`src/rtl/ibex_efpga_pkg.sv`:
```
// ibex_efpga_pkg -- shared types and constants for the Ibex <-> eFPGA bridge.
//   state_e                : bridge FSM states (IDLE, START, WAIT, DONE)
//   op_e                   : 2-bit operator code forwarded to the fabric
//   TIMEOUT_CYCLES_DEFAULT : default fabric wait limit for done-wait mode
//   CNT_W                  : width of the latency/timeout counter
package ibex_efpga_pkg;

  typedef enum logic [1:0] {
    ST_IDLE  = 2'd0,
    ST_START = 2'd1,
    ST_WAIT  = 2'd2,
    ST_DONE  = 2'd3
  } state_e;

  typedef enum logic [1:0] {
    OP_FN0 = 2'd0,
    OP_FN1 = 2'd1,
    OP_FN2 = 2'd2,
    OP_FN3 = 2'd3
  } op_e;

  localparam int unsigned TIMEOUT_CYCLES_DEFAULT = 255;
  localparam int          CNT_W                  = 8;

endpackage

```
`src/rtl/ibex_efpga_cnt.sv`:
```
// ibex_efpga_cnt -- 8-bit loadable up/down counter with zero and limit flags.
//   clk, rst  : clock, synchronous active-high reset (clears the count)
//   load      : load load_val (has priority over counting)
//   en, up    : count enable; direction (1 = up, 0 = down)
//   limit     : compare value for at_limit
//   cnt       : current count
//   zero      : cnt == 0
//   at_limit  : cnt == limit
module ibex_efpga_cnt
  import ibex_efpga_pkg::*;
(
  input  logic             clk,
  input  logic             rst,
  input  logic             load,
  input  logic [CNT_W-1:0] load_val,
  input  logic             en,
  input  logic             up,
  input  logic [CNT_W-1:0] limit,
  output logic [CNT_W-1:0] cnt,
  output logic             zero,
  output logic             at_limit
);

  always_ff @(posedge clk) begin
    if (rst) begin
      cnt <= '0;
    end else if (load) begin
      cnt <= load_val;
    end else if (en) begin
      cnt <= up ? cnt + 1'b1 : cnt - 1'b1;
    end
  end

  assign zero     = (cnt == '0);
  assign at_limit = (cnt == limit);

endmodule

```
`src/rtl/ibex_efpga_bridge.sv`:
```
// ibex_efpga_bridge -- hands one operation at a time from the Ibex core to an
// eFPGA fabric and captures the fabric's three results.
//   Parameter TimeoutCycles (1..255): done-wait limit, used only with the
//   EFPGA_TIMEOUT_EN macro defined.
//   Core side   : operand_a_i/operand_b_i/operator_i/delay_i, write_strobe_i,
//                 en_i in; result_a_o/b_o/c_o, fpga_done_o, busy_o, err_o out.
//   Fabric side : fab_operand_a_o/b_o, fab_operator_o, fab_start_o out;
//                 fab_result_a_i/b_i/c_i, fab_done_i in.
//   delay_i != 0 selects fixed latency (DONE exactly delay+1 cycles after
//   START); delay_i == 0 waits for fab_done_i. With EFPGA_TIMEOUT_EN defined,
//   done-wait gives up after TimeoutCycles WAIT cycles and pulses err_o;
//   otherwise err_o is tied to 0 and done-wait waits forever.
module ibex_efpga_bridge
  import ibex_efpga_pkg::*;
#(
  parameter int unsigned TimeoutCycles = TIMEOUT_CYCLES_DEFAULT
) (
  input  logic        clk_i,
  input  logic        rst_i,
  input  logic [31:0] operand_a_i,
  input  logic [31:0] operand_b_i,
  input  logic        write_strobe_i,
  input  logic        en_i,
  input  logic [1:0]  operator_i,
  input  logic [3:0]  delay_i,
  output logic [31:0] result_a_o,
  output logic [31:0] result_b_o,
  output logic [31:0] result_c_o,
  output logic        fpga_done_o,
  output logic        busy_o,
  output logic        err_o,
  output logic [31:0] fab_operand_a_o,
  output logic [31:0] fab_operand_b_o,
  output logic [1:0]  fab_operator_o,
  output logic        fab_start_o,
  input  logic [31:0] fab_result_a_i,
  input  logic [31:0] fab_result_b_i,
  input  logic [31:0] fab_result_c_i,
  input  logic        fab_done_i
);

  localparam logic [CNT_W-1:0] TO_LIMIT = CNT_W'(TimeoutCycles - 1);

  state_e      state;
  logic [31:0] op_a;
  logic [31:0] op_b;
  op_e         op;
  logic [3:0]  dly;

  logic             fixed_mode;
  logic             cnt_load;
  logic             cnt_en;
  logic             cnt_up;
  logic [CNT_W-1:0] cnt_limit;
  logic [CNT_W-1:0] cnt;
  logic             cnt_zero;
  logic             cnt_at_limit;
  logic             finish_ok;

  assign fixed_mode = (dly != 4'd0);

  // The counter is loaded on the START->WAIT edge: with D in fixed mode, with
  // 0 in done-wait mode (the latched delay is 0 there, so one path serves both).
  assign cnt_load = (state == ST_START);
  assign cnt_up   = !fixed_mode;
`ifdef EFPGA_TIMEOUT_EN
  assign cnt_en   = (state == ST_WAIT);
`else
  assign cnt_en   = (state == ST_WAIT) && fixed_mode;
`endif
  // Fixed mode leaves WAIT in the cycle the count is 1 (it would hit 0 on that
  // edge); the timeout fires in the cycle the up-count reaches TimeoutCycles-1,
  // i.e. after exactly TimeoutCycles WAIT cycles.
  assign cnt_limit = fixed_mode ? CNT_W'(1) : TO_LIMIT;

  ibex_efpga_cnt u_cnt (
    .clk      (clk_i),
    .rst      (rst_i),
    .load     (cnt_load),
    .load_val ({{(CNT_W-4){1'b0}}, dly}),
    .en       (cnt_en),
    .up       (cnt_up),
    .limit    (cnt_limit),
    .cnt      (cnt),
    .zero     (cnt_zero),
    .at_limit (cnt_at_limit)
  );

  // Normal completion condition while in WAIT (abort is checked first).
  assign finish_ok = fixed_mode ? (cnt_at_limit || cnt_zero) : fab_done_i;

  assign fab_operand_a_o = op_a;
  assign fab_operand_b_o = op_b;
  assign fab_operator_o  = op;

`ifndef EFPGA_TIMEOUT_EN
  assign err_o = 1'b0;
`endif

  always_ff @(posedge clk_i) begin
    if (rst_i) begin
      state       <= ST_IDLE;
      op_a        <= '0;
      op_b        <= '0;
      op          <= OP_FN0;
      dly         <= '0;
      result_a_o  <= '0;
      result_b_o  <= '0;
      result_c_o  <= '0;
      fab_start_o <= 1'b0;
      fpga_done_o <= 1'b0;
      busy_o      <= 1'b0;
`ifdef EFPGA_TIMEOUT_EN
      err_o       <= 1'b0;
`endif
    end else begin
      fab_start_o <= 1'b0;
      fpga_done_o <= 1'b0;
`ifdef EFPGA_TIMEOUT_EN
      err_o       <= 1'b0;
`endif
      case (state)
        ST_IDLE: begin
          if (write_strobe_i && en_i) begin
            op_a        <= operand_a_i;
            op_b        <= operand_b_i;
            op          <= op_e'(operator_i);
            dly         <= delay_i;
            state       <= ST_START;
            fab_start_o <= 1'b1;
            busy_o      <= 1'b1;
          end
        end
        ST_START: begin
          if (!en_i) begin
            state  <= ST_IDLE;
            busy_o <= 1'b0;
          end else begin
            state <= ST_WAIT;
          end
        end
        ST_WAIT: begin
          // Abort has priority over a simultaneous fab_done_i or timeout.
          if (!en_i) begin
            state  <= ST_IDLE;
            busy_o <= 1'b0;
          end else if (finish_ok) begin
            result_a_o  <= fab_result_a_i;
            result_b_o  <= fab_result_b_i;
            result_c_o  <= fab_result_c_i;
            state       <= ST_DONE;
            fpga_done_o <= 1'b1;
          end
`ifdef EFPGA_TIMEOUT_EN
          else if (cnt_at_limit) begin
            state       <= ST_DONE;
            fpga_done_o <= 1'b1;
            err_o       <= 1'b1;
          end
`endif
        end
        ST_DONE: begin
          state  <= ST_IDLE;
          busy_o <= 1'b0;
        end
        default: begin
          state  <= ST_IDLE;
          busy_o <= 1'b0;
        end
      endcase
    end
  end

endmodule

```
`config.mk`:
```
export PLATFORM = sky130hd
export DESIGN_NAME = ibex_efpga_bridge
export DESIGN_NICKNAME = d
export VERILOG_FILES = /design/src/rtl/ibex_efpga_pkg.sv /design/src/rtl/ibex_efpga_cnt.sv /design/src/rtl/ibex_efpga_bridge.sv
export SDC_FILE = /design/constraint.sdc
export NUM_CORES = 1
export LEC_CHECK = 0
export CORE_ASPECT_RATIO = 1.1
export CORE_MARGIN = 1.5
export CORE_UTILIZATION = 44
export CTS_BUF_LIST = sky130_fd_sc_hd__clkbuf_8
export CTS_CLUSTER_SIZE = 8
export DETAILED_ROUTE_END_ITERATION = 7
export PLACE_DENSITY = 0.83
export SYNTH_ARGS = -nofsm -noshare
export SYNTH_HDL_FRONTEND = slang
export SYNTH_HIERARCHICAL = 1
export SYNTH_SLANG_ARGS = --single-unit
```
`constraint.sdc`:
```
create_clock -name clk_i -period 3.7 [get_ports clk_i]
set_input_delay 0.74 -clock clk_i [delete_from_list [all_inputs] [get_ports clk_i]]
set_output_delay 0.74 -clock clk_i [all_outputs]
set_load 0.1 [all_outputs]
```
# Yosys cells after proc, flatten, opt, wreduce, memory -nomap -nowiden
# Index checks and enable logic that the tools add are counted.
# W data, S select, Z words.
[totals]
register_bits = 179
out_inout_bits = 166
inputBits = 171
elab_cells = 55
[classes]
eq_ne = 7
bitwise_logic = 3
n_mux = 15
n_addsub = 2
reduce_logical = 15
[ops]
columns = ["operator", "count"]
rows = [
  ["$mux W8", 2],
  ["$add A8 B1 Y8 const B", 1],
  ["$eq A8 B8 Y1", 1],
  ["$logic_not A8 Y1", 1],
  ["$mux W2", 4],
  ["$mux W4", 2],
  ["$pmux W2 S4", 1],
  ["$sub A8 B1 Y8 const B", 1],
  ["$reduce_and A2 Y1", 3],
  ["$reduce_or A2 Y1", 3],
  ["$mux W1", 5],
  ["$eq A2 B2 Y1 const B", 2],
  ["$ne A2 B2 Y1 const B", 2],
  ["$reduce_bool A4 Y1", 1],
  ["$ne A3 B3 Y1 const B", 1],
  ["$not A1 Y1", 3],
  ["$pmux W1 S3", 1],
  ["$reduce_and A3 Y1", 1],
  ["$reduce_or A3 Y1", 1],
  ["$eq A2 B1 Y1 const B", 1],
  ["$logic_and A1 B1 Y1", 2],
  ["$logic_not A2 Y1", 1],
  ["$reduce_bool A2 Y1", 1],
  ["$logic_or A1 B1 Y1", 1],
]

# Logic depth before layout (Yosys ltp)
[depth]
word_depth = 8
ltp_mapped = 12

# Hierarchy
# The synthesis kept the hierarchy.
[by_module_without_submodules]
columns = ["module", "seq_area_each_um2", "cells_per_inst", "area_each_um2", "n_inst"]
rows = [
  ["ibex_efpga_bridge", 3423.3, 759, 6970.4, 1],
  ["ibex_efpga_cnt", 160.2, 101, 808.3, 1],
]

# Worst setup path before layout
# OpenSTA, ideal clock, no wires.
[synth_timing]
kind = "reg2reg"
startpoint = "register dly[3]"
endpoint = "register u_cnt.cnt[7]"
path_buffers = 1
path_stages_with_launch = 10
arrival_ps = 2505
required_time_ps = 3571
path_slack_ps = 1066
cell_sequence = "dfxtp_1 or4_1 clkbuf_2 inv_1 inv_1 ha_1 a211o_2 a21o_1 a211oi_2 o22ai_1"
[synth_between]
elab_chain_len = 2
[synth_lines]
columns = ["item", "line", "text"]
rows = [
  ["start: declaration", "ibex_efpga_bridge.sv:48", "logic [3:0] dly;"],
  ["start signal: assignment", "ibex_efpga_bridge.sv:128", "dly <= delay_i;"],
  ["$reduce_bool A4 Y1 *", "ibex_efpga_bridge.sv:60", "assign fixed_mode = (dly != 4'd0);"],
  ["named net fixed_mode", "ibex_efpga_bridge.sv:50", "logic fixed_mode;"],
  ["$mux W8 or $logic_and A1 B1 Y1 (tied branches)", "ibex_efpga_cnt.sv:30, ibex_efpga_bridge.sv:69", ""],
  ["end signal: assignment", "ibex_efpga_cnt.sv:28", "cnt <= load_val;"],
  ["end signal: assignment", "ibex_efpga_cnt.sv:30", "cnt <= up ? cnt + 1'b1 : cnt - 1'b1;"],
  ["end: declaration", "ibex_efpga_cnt.sv:19", "output logic [CNT_W-1:0] cnt,"],
]
# The timed path passes the listed nets; every way through them passes the cells marked *.
# A chain may end at the register's enable or synchronous reset.

# Worst setup path after layout
[layout_timing]
startpoint = "register dly[3]"
endpoint = "register result_a_o[26]"
[layout_between]
elab_chain_len = 6
[layout_lines]
columns = ["item", "line", "text"]
rows = [
  ["$reduce_bool A4 Y1", "ibex_efpga_bridge.sv:60", ""],
  ["$mux W8", "ibex_efpga_bridge.sv:74", "assign cnt_limit = fixed_mode ? CNT_W'(1) : TO_LIMIT;"],
  ["$eq A8 B8 Y1", "ibex_efpga_cnt.sv:35", "assign at_limit = (cnt == limit);"],
  ["named net cnt_at_limit", "ibex_efpga_bridge.sv:57", "logic cnt_at_limit;"],
  ["$logic_or A1 B1 Y1", "ibex_efpga_bridge.sv:90", "assign finish_ok = fixed_mode ? (cnt_at_limit || cnt_zero) : fab_done_i;"],
  ["$mux W1", "ibex_efpga_bridge.sv:90", ""],
  ["$reduce_and A3 Y1 (no line)", "n/a", ""],
  ["end signal: assignment", "ibex_efpga_bridge.sv:148", "result_a_o <= fab_result_a_i;"],
  ["end: declaration", "ibex_efpga_bridge.sv:26", "output logic [31:0] result_a_o,"],
]
# The timed path passes the listed nets, and every way through them passes these cells.

==> impl_metrics.yaml <==
synth:
  yosysMostFrequentCell: "nand2b_1"
  synth_cells: 860
  synth_seq_cells: 179
  synth_ff_type: "dfxtp_1"
  synthTopCellsByCount: "193 x nand2b_1, 179 x dfxtp_1, 144 x nand2_1, 100 x mux2i_1, 82 x a21oi_1"
  synthArstFlopShare: 0
  synth-seq-area-share: 0.461
  syn_area_per_cell_um2: 9.05
  ys_warn_count: 6
  synth.area.top_cells: "dfxtp_1 46%, nand2b_1 16%, mux2i_1 13%, nand2_1 6.9%, a21oi_1 5.3%"
  netlist_area_um2: 7780
  synth-edff-count: 0
  synth_top_area_frac: 0.461
  yosysTopAreaCell: "dfxtp_1"
  synthDistinctLibCells: 44
clock_network:
  cts_buffer_depth: 2
  cts_buffers: 17
  post_cts_buffers: 0
  cts_hold_buf: 0
  clk_pin_slew_ns: 0.10
  cts_resized: 0
  cts_max_level: 4
  insertion_delay_ns: 0.46
  cts_tree: "done"
  cts_sinks: 179
  cts_root_buf: "clkbuf_8"
critical_path:
  path_cells: "or4_1 -> inv_1 -> xnor2_1 -> nand4_1 -> nor2_1 -> nor2_1 -> a211oi_4 -> buf_4 -> mux2i_1"
  slowest_delay_ns: 0.68
  crit_path_max_fanout: 29
  r2r_start: "dly[3]"
  cp_num_buf_inv: 2
  crit_top_cell: "nor2_1"
  cp.required_ns: 4.09
  arrival_ns: 3.39
  r2r_slack_ns: 0.70
  rr_worst_depth: 9
  slowest_stage: "or4_1"
  crit_type: "reg -> reg"
  start_kind: "flip-flop"
  cp_top_family: "simple AND/OR/NAND/NOR gates"
  cp-end-kind: "flip-flop"
  r2r_end: "result_a_o[26]"
grt:
  grt_pass1_vias: 6604
  grt_pass1_wl_um: 33400
  grt_use_total: 0.230
  grt_max_degree: 135
  antenna_found_initial: 0
  grt_overflow: 0
worst_hold_path:
  min_path_cells: 2
  hp-class: "reg -> reg"
  min_to: "fab_operand_b_o[1]"
  hp-start: "fab_operand_b_o[1]"
pwr:
  p_leak_uw: 0.00407
  sequentialPowerShare: 0.469
  p_int_uw: 2930
  p_comb_frac: 0.222
  vdd_drop_max_uv: 186
  p_per_area_nw_per_um2: 369
  clkPwrFrac: 0.309
  p_sw_uw: 1370
  swShare: 0.319
timing:
  period_needed_ns: 3.00
  max_freq_mhz: 333
  worst_pin_slew_ns: 1.06
  period_share: 0.811
  drv_slew: 0
  slew_headroom: 0.288
  rsz0062_at_grt: "false"
  setup_viol: 0
  tns_ns: 0
  finalClockSkew_ns: 0.0175
  hold_viol_final: 0
floorplan:
  initial_core_util: 0.454
  rows: 50
  die_w_um: 130
  core_area_um2: 17100
  die_h_um: 142
  pin_count: 337
  die-area_um2: 18500
finish:
  areaGrowthSynthToFinish_pct: 49.7
  fin_nets: 1348
  nFillCells: 1392
  fin_cells: 1413
  antennaDiodeCount: 0
  drive_gt1_frac: 0.0433
drt:
  drtPass1Iterations: 4
  vias: 6783
  final_antenna_net_count: 0
  drc: 0
  drt_iter0_drc: 341
  post_drt_via_cell_ratio: 4.80
  wl_per_cell_um: 15.2
  drt_wl_total_um: 21500
status:
  status: "complete, no violations"
run:
  cap_violations: 0
place:
  gp_congestion: 0.859
  place_hpwl_um: 15600
  dp.cells: 1381
  port_buffers: 335
-- placed cells by master, fill, tap and decap left out, drive strengths merged, types with 2 or more instances in the layout --
cell type	instances
and3	2
and3b	2
ha	10
o211ai	2
nor2b	3
a21oi	82
clkinv	3
nor3b	5
and2	2
nand2b	193
dfxtp	179
clkbuf	18
o22ai	2
a21o	4
nand3	3
clkinvlp	3
conb	5
clkdlybuf4s50	334
inv	15
nor3	2
nand4	2
a211oi	6
xnor2	11
or4	3
nand2	144
nor2	17
buf	12
mux2i	100
nand3b	2
o21ai	2
-- cell type report --
class                   count  area [µm²]  share of cell area
flip-flops and latches    179        3580               0.308
clock buffers              18         248              0.0213
repair buffers            346        3470               0.298
well taps                 234         293              0.0251
clock inverters            14         141              0.0121
multi-input cells         614        3870               0.333
inverters                   8        30.0             0.00258
-- flip-flops by register name, summed over array words and instances (netlist names), 2 cells and up --
| register | cells |
|---|---|
| result_c_o | 32 |
| state | 2 |
| result_a_o | 32 |
| result_b_o | 32 |
| fab_operator_o | 2 |
| u_cnt/cnt | 8 |
| dly | 4 |
| fab_operand_b_o | 32 |
| fab_operand_a_o | 32 |
-- how the worst max path moves through the flow --
stage | startpoint | endpoint | slack, ns | depth (start not counted)
after global routing | dly[3] | result_a_o[13] | 0.47 | 9
after global placement | dly[3] | result_a_o[3] | 0.79 | 9
after floorplan | dly[3] | u_cnt/cnt[7] | 1.07 | 9
after CTS | dly[3] | result_a_o[10] | 0.70 | 9
final | dly[3] | result_a_o[26] | 0.70 | 9
after detailed placement | dly[3] | result_a_o[10] | 0.73 | 9
-- tightest hold or removal path: cells and delay by family (launching register included) --
| kind | cells | cell delay (ns) |
|---|---|---|
| compound gates | 1 | 0.05 |
| flops | 1 | 0.32 |
| simple gates | 1 | 0.05 |
-- cell families after synthesis --
kind of cell	count (synthesis)	synth area share
adder cells (fa/ha/maj)	11	0.0187
other	1	0.000482
buffers and inverters	71	0.0449
multiplexers	101	0.130
AND/OR/NAND/NOR	380	0.255
flip-flops	179	0.461
XOR/XNOR	11	0.0124
AO/OA/AOI/OAI	106	0.0774
-- stage by stage --
stage / power, µW / area (µm²) / setup slack [ns] / hold WS, ns / utilization
6_report: 4300 / 11600 / 0.699 / 0.455 / 0.679
5_1_grt: 4480 / 11600 / 0.472 / 0.470 / 0.679
4_1_cts: 4340 / 11600 / 0.698 / 0.459 / 0.679
3_5_place_dp: 3010 / 11300 / 0.730 / 0.445 / 0.657
3_3_place_gp: 3010 / 11300 / 0.794 / 0.441 / 0.657
2_1_floorplan: 2680 / 7790 / 1.07 / 0.444 / -
-- layer usage --
| layer | up-vias | routed length (µm) | GRT usage | part of all wire |
|---|---|---|---|---|
| li1 | 3407 | - | - | - |
| met1 | 3104 | 8660 | 0.265 | 0.40 |
| met2 | 216 | 10500 | 0.381 | 0.49 |
| met3 | 56 | 1500 | 0.0786 | 0.070 |
| met4 | 0 | 816 | 0.111 | 0.038 |
| met5 | - | 0 | 0 | 0 |
-- power groups by stage --
stage                     logic [µW]  registers, µW  clock network, µW
after floorplan                  304           2370                  0
after global placement           950           2060                  0
after detailed placement         955           2060                  0
after CTS                        959           2010               1370
after global routing            1020           2020               1440
final                            956           2010               1330
Note: power is estimated with default switching activity, not from simulation.
